<file path="config.mk">
export PLATFORM = sky130hd
export DESIGN_NAME = pwm_capture
export DESIGN_NICKNAME = d
export VERILOG_FILES = /design/src/rtl/pwm_pkg.sv /design/src/rtl/pwm_duty_div.sv /design/src/rtl/pwm_capture.sv
export SDC_FILE = /design/constraint.sdc
export NUM_CORES = 1
export LEC_CHECK = 0
export BUFFER_PORTS_ARGS = -buffer_cell sky130_fd_sc_hd__buf_2
export CAP_MARGIN = 20
export CORE_UTILIZATION = 35
export DETAILED_ROUTE_END_ITERATION = 10
export PLACE_DENSITY_LB_ADDON = 0.25
export SLEW_MARGIN = 30
export SYNTH_ARGS = -nofsm -noshare
export SYNTH_HDL_FRONTEND = slang
export SYNTH_HIERARCHICAL = 1
export SYNTH_SLANG_ARGS = --single-unit
</file>
<file path="constraint.sdc">
create_clock -name CLK -period 3.5 [get_ports CLK]
set_clock_uncertainty 0.1 [all_clocks]
set_input_delay 0.7 -clock CLK [delete_from_list [all_inputs] [get_ports CLK]]
set_output_delay 0.7 -clock CLK [all_outputs]
set_load 0.03 [all_outputs]
</file>
<file path="src/rtl/pwm_pkg.sv">
// Shared types and constants for the PWM capture block.
package pwm_pkg;

    typedef enum logic [1:0] {
        IDLE = 2'd0,
        ARM  = 2'd1,
        RUN  = 2'd2
    } pwm_state_t;

    // Duty is reported in whole percent, 0..100, which fits in 7 bits.
    localparam int PCT_W      = 7;
    localparam int DUTY_SCALE = 100;

endpackage

</file>
<file path="src/rtl/pwm_duty_div.sv">
// Restoring binary divider, one quotient bit per clock.
// A start loads the operands and restarts any division in progress.
// o_done pulses for one cycle together with the final quotient.
module pwm_duty_div #(
    parameter int NUM_W = 15,
    parameter int DEN_W = 8,
    parameter int QUO_W = 7
) (
    input  logic             CLK,
    input  logic             RST,
    input  logic             i_start,
    input  logic             i_abort,
    input  logic [NUM_W-1:0] i_num,
    input  logic [DEN_W-1:0] i_den,
    output logic             o_busy,
    output logic             o_done,
    output logic [QUO_W-1:0] o_quo
);

    localparam int STEP_W = $clog2(NUM_W + 1);

    logic [DEN_W-1:0]  r_rem;
    logic [DEN_W-1:0]  r_den;
    logic [NUM_W-1:0]  r_quo;
    logic [STEP_W-1:0] r_step;
    logic              r_busy;
    logic              r_done;

    logic [DEN_W:0]    w_shift;
    logic              w_ge;
    logic [DEN_W-1:0]  w_diff;

    // The partial remainder is always below the divisor, so DEN_W bits hold it
    // and the subtraction can be done modulo 2**DEN_W.
    assign w_shift = {r_rem, r_quo[NUM_W-1]};
    assign w_ge    = (w_shift >= {1'b0, r_den});
    assign w_diff  = w_shift[DEN_W-1:0] - r_den;

    // Iteration: remainder and quotient shift left together, one bit per cycle.
    always_ff @(posedge CLK or posedge RST) begin
        if (RST) begin
            r_rem  <= '0;
            r_den  <= '0;
            r_quo  <= '0;
            r_step <= '0;
            r_busy <= 1'b0;
            r_done <= 1'b0;
        end else if (i_abort) begin
            r_step <= '0;
            r_busy <= 1'b0;
            r_done <= 1'b0;
        end else if (i_start) begin
            r_rem  <= '0;
            r_den  <= i_den;
            r_quo  <= i_num;
            r_step <= STEP_W'(NUM_W);
            r_busy <= 1'b1;
            r_done <= 1'b0;
        end else if (r_busy) begin
            r_rem  <= w_ge ? w_diff : w_shift[DEN_W-1:0];
            r_quo  <= {r_quo[NUM_W-2:0], w_ge};
            r_step <= r_step - STEP_W'(1);
            r_busy <= (r_step != STEP_W'(1));
            r_done <= (r_step == STEP_W'(1));
        end else begin
            r_done <= 1'b0;
        end
    end

    assign o_busy = r_busy;
    assign o_done = r_done;
    assign o_quo  = r_quo[QUO_W-1:0];

endmodule

</file>
<file path="src/rtl/pwm_capture.sv">
// Measures period and high time of an asynchronous PWM line in CLK cycles and
// reports {period, high, duty%} once per completed period on a valid/ready port.
//
// state | meaning
// IDLE  | capture disabled, counters cleared
// ARM   | waiting for the rise that opens the first period
// RUN   | counting; each rise closes one period and opens the next
module pwm_capture
    import pwm_pkg::*;
#(
    parameter int CNT_W       = 8,
    parameter int SYNC_STAGES = 2
) (
    input  logic             CLK,
    input  logic             RST,
    input  logic             i_en,
    input  logic             i_pwm_in,
    output logic [CNT_W-1:0] o_meas_period,
    output logic [CNT_W-1:0] o_meas_high,
    output logic [PCT_W-1:0] o_meas_duty,
    output logic             o_meas_valid,
    input  logic             i_meas_ready,
    output logic             o_overrun,
    output logic             o_timeout
);

    localparam int               NUM_W   = CNT_W + PCT_W;
    localparam logic [CNT_W-1:0] PER_MAX = '1;

    logic [SYNC_STAGES-1:0] r_sync;
    logic                   r_s_d;
    pwm_state_t             r_state;
    logic [CNT_W-1:0]       r_per_cnt;
    logic [CNT_W-1:0]       r_hi_cnt;
    logic                   r_hi_open;
    logic                   r_timeout;
    logic [CNT_W-1:0]       r_out_per;
    logic [CNT_W-1:0]       r_out_hi;
    logic [PCT_W-1:0]       r_out_duty;
    logic                   r_valid;
    logic                   r_overrun;
    logic [CNT_W-1:0]       r_div_per;
    logic [CNT_W-1:0]       r_div_hi;

    logic                   w_s;
    logic                   w_rise;
    logic                   w_fall;
    logic                   w_close;
    logic                   w_div_start;
    logic                   w_cap_drop;
    logic                   w_div_busy;
    logic                   w_div_done;
    logic [PCT_W-1:0]       w_div_quo;
    logic [NUM_W-1:0]       w_div_num;

    assign w_s    = r_sync[SYNC_STAGES-1];
    assign w_rise = w_s & ~r_s_d;
    assign w_fall = ~w_s & r_s_d;

    // A rise in RUN closes the running period; it is measured only if the divider is free.
    assign w_close     = i_en && (r_state == RUN) && w_rise;
    assign w_div_start = w_close && !w_div_busy;
    assign w_cap_drop  = w_close && w_div_busy;
    assign w_div_num   = {{PCT_W{1'b0}}, r_hi_cnt} * NUM_W'(DUTY_SCALE);

    // Synchroniser chain plus one extra flop for edge detection.
    always_ff @(posedge CLK or posedge RST) begin
        if (RST) begin
            r_sync <= '0;
            r_s_d  <= 1'b0;
        end else begin
            r_sync <= {r_sync[SYNC_STAGES-2:0], i_pwm_in};
            r_s_d  <= w_s;
        end
    end

    // Sequencing FSM with period/high counters and the timeout flag.
    always_ff @(posedge CLK or posedge RST) begin
        if (RST) begin
            r_state   <= IDLE;
            r_per_cnt <= '0;
            r_hi_cnt  <= '0;
            r_hi_open <= 1'b0;
            r_timeout <= 1'b0;
        end else if (!i_en) begin
            r_state   <= IDLE;
            r_per_cnt <= '0;
            r_hi_cnt  <= '0;
            r_hi_open <= 1'b0;
            r_timeout <= 1'b0;
        end else begin
            case (r_state)
                IDLE: r_state <= ARM;
                ARM: begin
                    if (w_rise) begin
                        r_per_cnt <= CNT_W'(1);
                        r_hi_cnt  <= CNT_W'(1);
                        r_hi_open <= 1'b1;
                        r_timeout <= 1'b0;
                        r_state   <= RUN;
                    end
                end
                RUN: begin
                    if (w_rise) begin
                        r_per_cnt <= CNT_W'(1);
                        r_hi_cnt  <= CNT_W'(1);
                        r_hi_open <= 1'b1;
                        r_timeout <= 1'b0;
                    end else if (r_per_cnt == PER_MAX) begin
                        // No rise for a full counter range: line stuck high or low.
                        r_timeout <= 1'b1;
                        r_state   <= ARM;
                    end else begin
                        r_per_cnt <= r_per_cnt + CNT_W'(1);
                        if (w_s && r_hi_open) begin
                            r_hi_cnt <= r_hi_cnt + CNT_W'(1);
                        end
                        if (w_fall) begin
                            r_hi_open <= 1'b0;
                        end
                    end
                end
                default: r_state <= IDLE;
            endcase
        end
    end

    // Keep the captured period/high alongside the divider so they publish together with duty.
    always_ff @(posedge CLK or posedge RST) begin
        if (RST) begin
            r_div_per <= '0;
            r_div_hi  <= '0;
        end else if (w_div_start) begin
            r_div_per <= r_per_cnt;
            r_div_hi  <= r_hi_cnt;
        end
    end

    pwm_duty_div #(
        .NUM_W (NUM_W),
        .DEN_W (CNT_W),
        .QUO_W (PCT_W)
    ) u_div (
        .CLK     (CLK),
        .RST     (RST),
        .i_start (w_div_start),
        .i_abort (!i_en),
        .i_num   (w_div_num),
        .i_den   (r_per_cnt),
        .o_busy  (w_div_busy),
        .o_done  (w_div_done),
        .o_quo   (w_div_quo)
    );

    // Output register, handshake and sticky overrun; a held result survives EN=0.
    always_ff @(posedge CLK or posedge RST) begin
        if (RST) begin
            r_out_per  <= '0;
            r_out_hi   <= '0;
            r_out_duty <= '0;
            r_valid    <= 1'b0;
            r_overrun  <= 1'b0;
        end else begin
            if (r_valid && i_meas_ready) begin
                r_valid <= 1'b0;
            end
            if (!i_en) begin
                r_overrun <= 1'b0;
            end else begin
                if (w_cap_drop) begin
                    r_overrun <= 1'b1;
                end
                if (w_div_done) begin
                    if (!r_valid || i_meas_ready) begin
                        r_out_per  <= r_div_per;
                        r_out_hi   <= r_div_hi;
                        r_out_duty <= w_div_quo;
                        r_valid    <= 1'b1;
                    end else begin
                        r_overrun <= 1'b1;
                    end
                end
            end
        end
    end

    assign o_meas_period = r_out_per;
    assign o_meas_high   = r_out_hi;
    assign o_meas_duty   = r_out_duty;
    assign o_meas_valid  = r_valid;
    assign o_overrun     = r_overrun;
    assign o_timeout     = r_timeout;

endmodule

</file>
==> results.sh <==
export IMPL_num_vias=3878
export IMPL_drive_gt1_frac=0.186
export IMPL_drtIter0Drc=169
export IMPL_synth_enable_flop_cells=0
export IMPL_grt_max_degree=37
export IMPL_synth_async_reset_ratio=1.00
export IMPL_antenna_cells=0
export IMPL_p_leak_nw=3.09
export IMPL_remaining_drc_errors=0
export IMPL_cts_max_level=3
export IMPL_routabilityCongestion=0.784
export IMPL_crit_type="flip-flop to flip-flop"
export IMPL_max_cap_violations=0
export IMPL_whs_path_depth=0
export IMPL_ys_seq_area_frac=0.442
export IMPL_antenna_found_initial=0
export IMPL_ctsResizeCount=0
export IMPL_die_x_um=130
export IMPL_crit_arrival_ns=3.44
export IMPL_cts_hold_buffers_added=0
export IMPL_hpwl_um=8400
export IMPL_fmax_mhz=306
export IMPL_end_kind="flip-flop"
export IMPL_synthTopCellsByArea="dfrtp_1, ha_1, mux2_2"
export IMPL_status="finished, final reports clean"
export IMPL_cts_num_sinks=101
export IMPL_clock_path_buffers=2
export IMPL_hold_violations=0
export IMPL_path_clk_slew_ns=0.07
export IMPL_setup_tns_final_ns=0
export IMPL_slowest_delay_ns=0.49
export IMPL_pre_cts_ws_ns=0.257
export IMPL_portBuffers=30
export IMPL_grt_usage=0.146
export IMPL_postCtsSetupRepairBufs=0
export IMPL_reg2reg_depth=12
export IMPL_synth_top_flop_cell="dfrtp_1"
export IMPL_crit_top_cell="ha_1"
export IMPL_r2r_slack_ns=0.23
export IMPL_slowest_stage="fa_1"
export IMPL_grt_pass1_wl_um=19200
export IMPL_wl_per_cell_um=14.7
export IMPL_nNetsFinal=601
export IMPL_syn2layout_area_growth_pct=11.4
export IMPL_yosysWarnings=6
export IMPL_rr_endpoint="u_div/r_quo[13]"
export IMPL_worstSetupStartpointType="flip-flop"
export IMPL_min_period_over_period=0.934
export IMPL_insertion_delay_ns=0.35
export IMPL_core_area_um2=15900
export IMPL_relSlewSlack=0.400
export IMPL_crit_fanout=6
export IMPL_hp_class="flip-flop to flip-flop"
export IMPL_finalSetupViolCount=0
export IMPL_viasPerCell=5.01
export IMPL_ir_drop_mv=0.286
export IMPL_rows=46
export IMPL_holdPathEnd="r_sync[1]"
export IMPL_io_pin_count=31
export IMPL_worst_pin_slew_ns=0.895
export IMPL_dieArea_um2=16800
export IMPL_overflow=0
export IMPL_die_h_um=130
export IMPL_synth_top_area_frac=0.442
export IMPL_finalWorstSetupSlack_ns=0.229
export IMPL_ant_nets=0
export IMPL_netlist_instances=529
export IMPL_path_cells="ha_1 > ha_1 > inv_1 > fa_1 > inv_1 > ha_1 > and3_1 > a221o_1 > o41ai_2 > xnor2_1 > mux2i_1 > o21ai_0"
export IMPL_crit_required_ns=3.67
export IMPL_hp_start="r_sync[0]"
export IMPL_synth_top_cell_by_area="dfrtp_1"
export IMPL_cts_tree="yes"
export IMPL_cts_root_buf="clkbuf_16"
export IMPL_routed_wl_um=11400
export IMPL_slew_violations=0
export IMPL_power_density_nw_per_um2=390
export IMPL_netlist_area_um2=5720
export IMPL_crit_path_start="r_hi_cnt[3]"
export IMPL_initial_core_util=0.359
export IMPL_ys_seq_elements=101
export IMPL_nFillCells=1574
export IMPL_timing_rr_start="r_hi_cnt[3]"
export IMPL_cts_made_buffers=9
export IMPL_fin_crit_ns=3.27
export IMPL_dr_pass1_iters=4
export IMPL_avgSynthCellArea_um2=10.8
export IMPL_first_global_vias=3892
export IMPL_rsz0062_at_grt="no"
export IMPL_synth_cell_types=66
[power by group]
part / total, mW / internal, mW / switching (mW)
Clock: 1.15 / 0.721 / 0.433
Sequential: 1.20 / 1.18 / 0.0131
Combinational: 0.131 / 0.0437 / 0.0874
[layer usage]
layer / track usage / vias up / routed length, µm
li1: - / 1940 / -
met1: 0.204 / 1878 / 5900
met2: 0.224 / 48 / 4940
met3: 0.0238 / 12 / 280
met4: 0.0622 / 0 / 228
met5: 0 / - / 0
[worst max path at each step]
stage,endpoint,slack (ns),cells past startpoint
floorplan,u_div/r_quo[13],0.38,12
global placement,u_div/r_quo[13],0.28,12
detailed placement,u_div/r_quo[13],0.26,12
CTS,u_div/r_quo[13],0.24,12
global route,u_div/r_quo[13],0.07,12
finish,u_div/r_quo[13],0.23,12
[area by class of cell]
type                       instances  area, µm²  share of cell area
multi-input combinational        370       2880               0.453
sequential                       101       2530               0.397
tap                              216        270              0.0424
clock buffer                      11        243              0.0381
timing repair buffer              39        218              0.0342
inverter                          32        120              0.0189
clock inverter                     5        108              0.0169
[sequential cells by signal, indices dropped and copies added (netlist names), 8 cells and up]
signal,cells
o_meas_high,8
o_meas_period,8
r_div_hi,8
r_div_per,8
r_hi_cnt,8
r_per_cnt,8
u_div/r_den,8
u_div/r_quo,15
u_div/r_rem,8
[cell usage in the layout (no fill, tap or decap), types with 4 or more instances in the layout]
| master | n |
|---|---|
| dfrtp_1 | 101 |
| nand2_1 | 48 |
| ha_1 | 39 |
| nor2_1 | 32 |
| o21ai_0 | 31 |
| inv_1 | 30 |
| buf_2 | 30 |
| a21oi_1 | 23 |
| mux2i_1 | 20 |
| mux2_2 | 19 |
| nand3_1 | 14 |
| o21ai_1 | 11 |
| mux2_4 | 9 |
| o31ai_1 | 9 |
| clkbuf_16 | 9 |
| buf_4 | 9 |
| xor2_1 | 8 |
| mux2_1 | 7 |
| nand2b_1 | 6 |
| o311ai_1 | 6 |
| nor2b_1 | 5 |
| and3_1 | 5 |
| xnor2_1 | 5 |
| nand4_1 | 4 |
| a31oi_1 | 4 |
| fa_1 | 4 |
[kinds of logic after synthesis]
logic type / after synthesis / synth area share
muxes: 55 / 0.110
other: 1 / 0.000656
DFF: 101 / 0.442
AOI/OAI and AO/OA: 120 / 0.147
buffers and inverters: 59 / 0.0549
adders and majority gates: 43 / 0.0994
xor gates and xnor gates: 13 / 0.0199
and+or+nand+nor: 137 / 0.127
[metrics by stage]
step / power, mW / util / cell area [µm²] / hold slack [ns] / cells
final: 2.48 / 0.399 / 6370 / 0.252 / 774
after global routing: 2.57 / 0.399 / 6370 / 0.273 / 774
after CTS: 2.51 / 0.399 / 6370 / 0.257 / 774
after detailed placement: 1.35 / 0.377 / 6020 / 0.241 / 758
after global placement: 1.35 / 0.377 / 6020 / 0.237 / 758
after floorplan: 1.32 / - / 5720 / 0.231 / 530
[critical path, delay by kind of cell (launching register included)]
| family | cells | cell delay [ns] |
|---|---|---|
| compound gates | 3 | 0.71 |
| xor+xnor | 1 | 0.16 |
| fa+ha+maj | 4 | 1.41 |
| buf+inv | 2 | 0.09 |
| flops | 1 | 0.45 |
| mux | 1 | 0.08 |
| simple gates | 1 | 0.18 |
[cells in the mapped netlist (all sizes together) (3+ instances only)]
cell type  instances
dfrtp            101
nand2             48
o21ai             42
ha                39
mux2              35
nor2              33
inv               32
a21oi             23
buf               20
mux2i             20
nand3             16
o31ai             11
xor2               8
clkbuf             7
nor3               7
and3               6
nand2b             6
nor2b              6
o311ai             6
xnor2              5
a31oi              4
fa                 4
nand4              4
o21bai             4
a21o               3
a221o              3
a32o               3
o21a               3
o41ai              3
No activity file was read; power rests on OpenSTA's default activity.
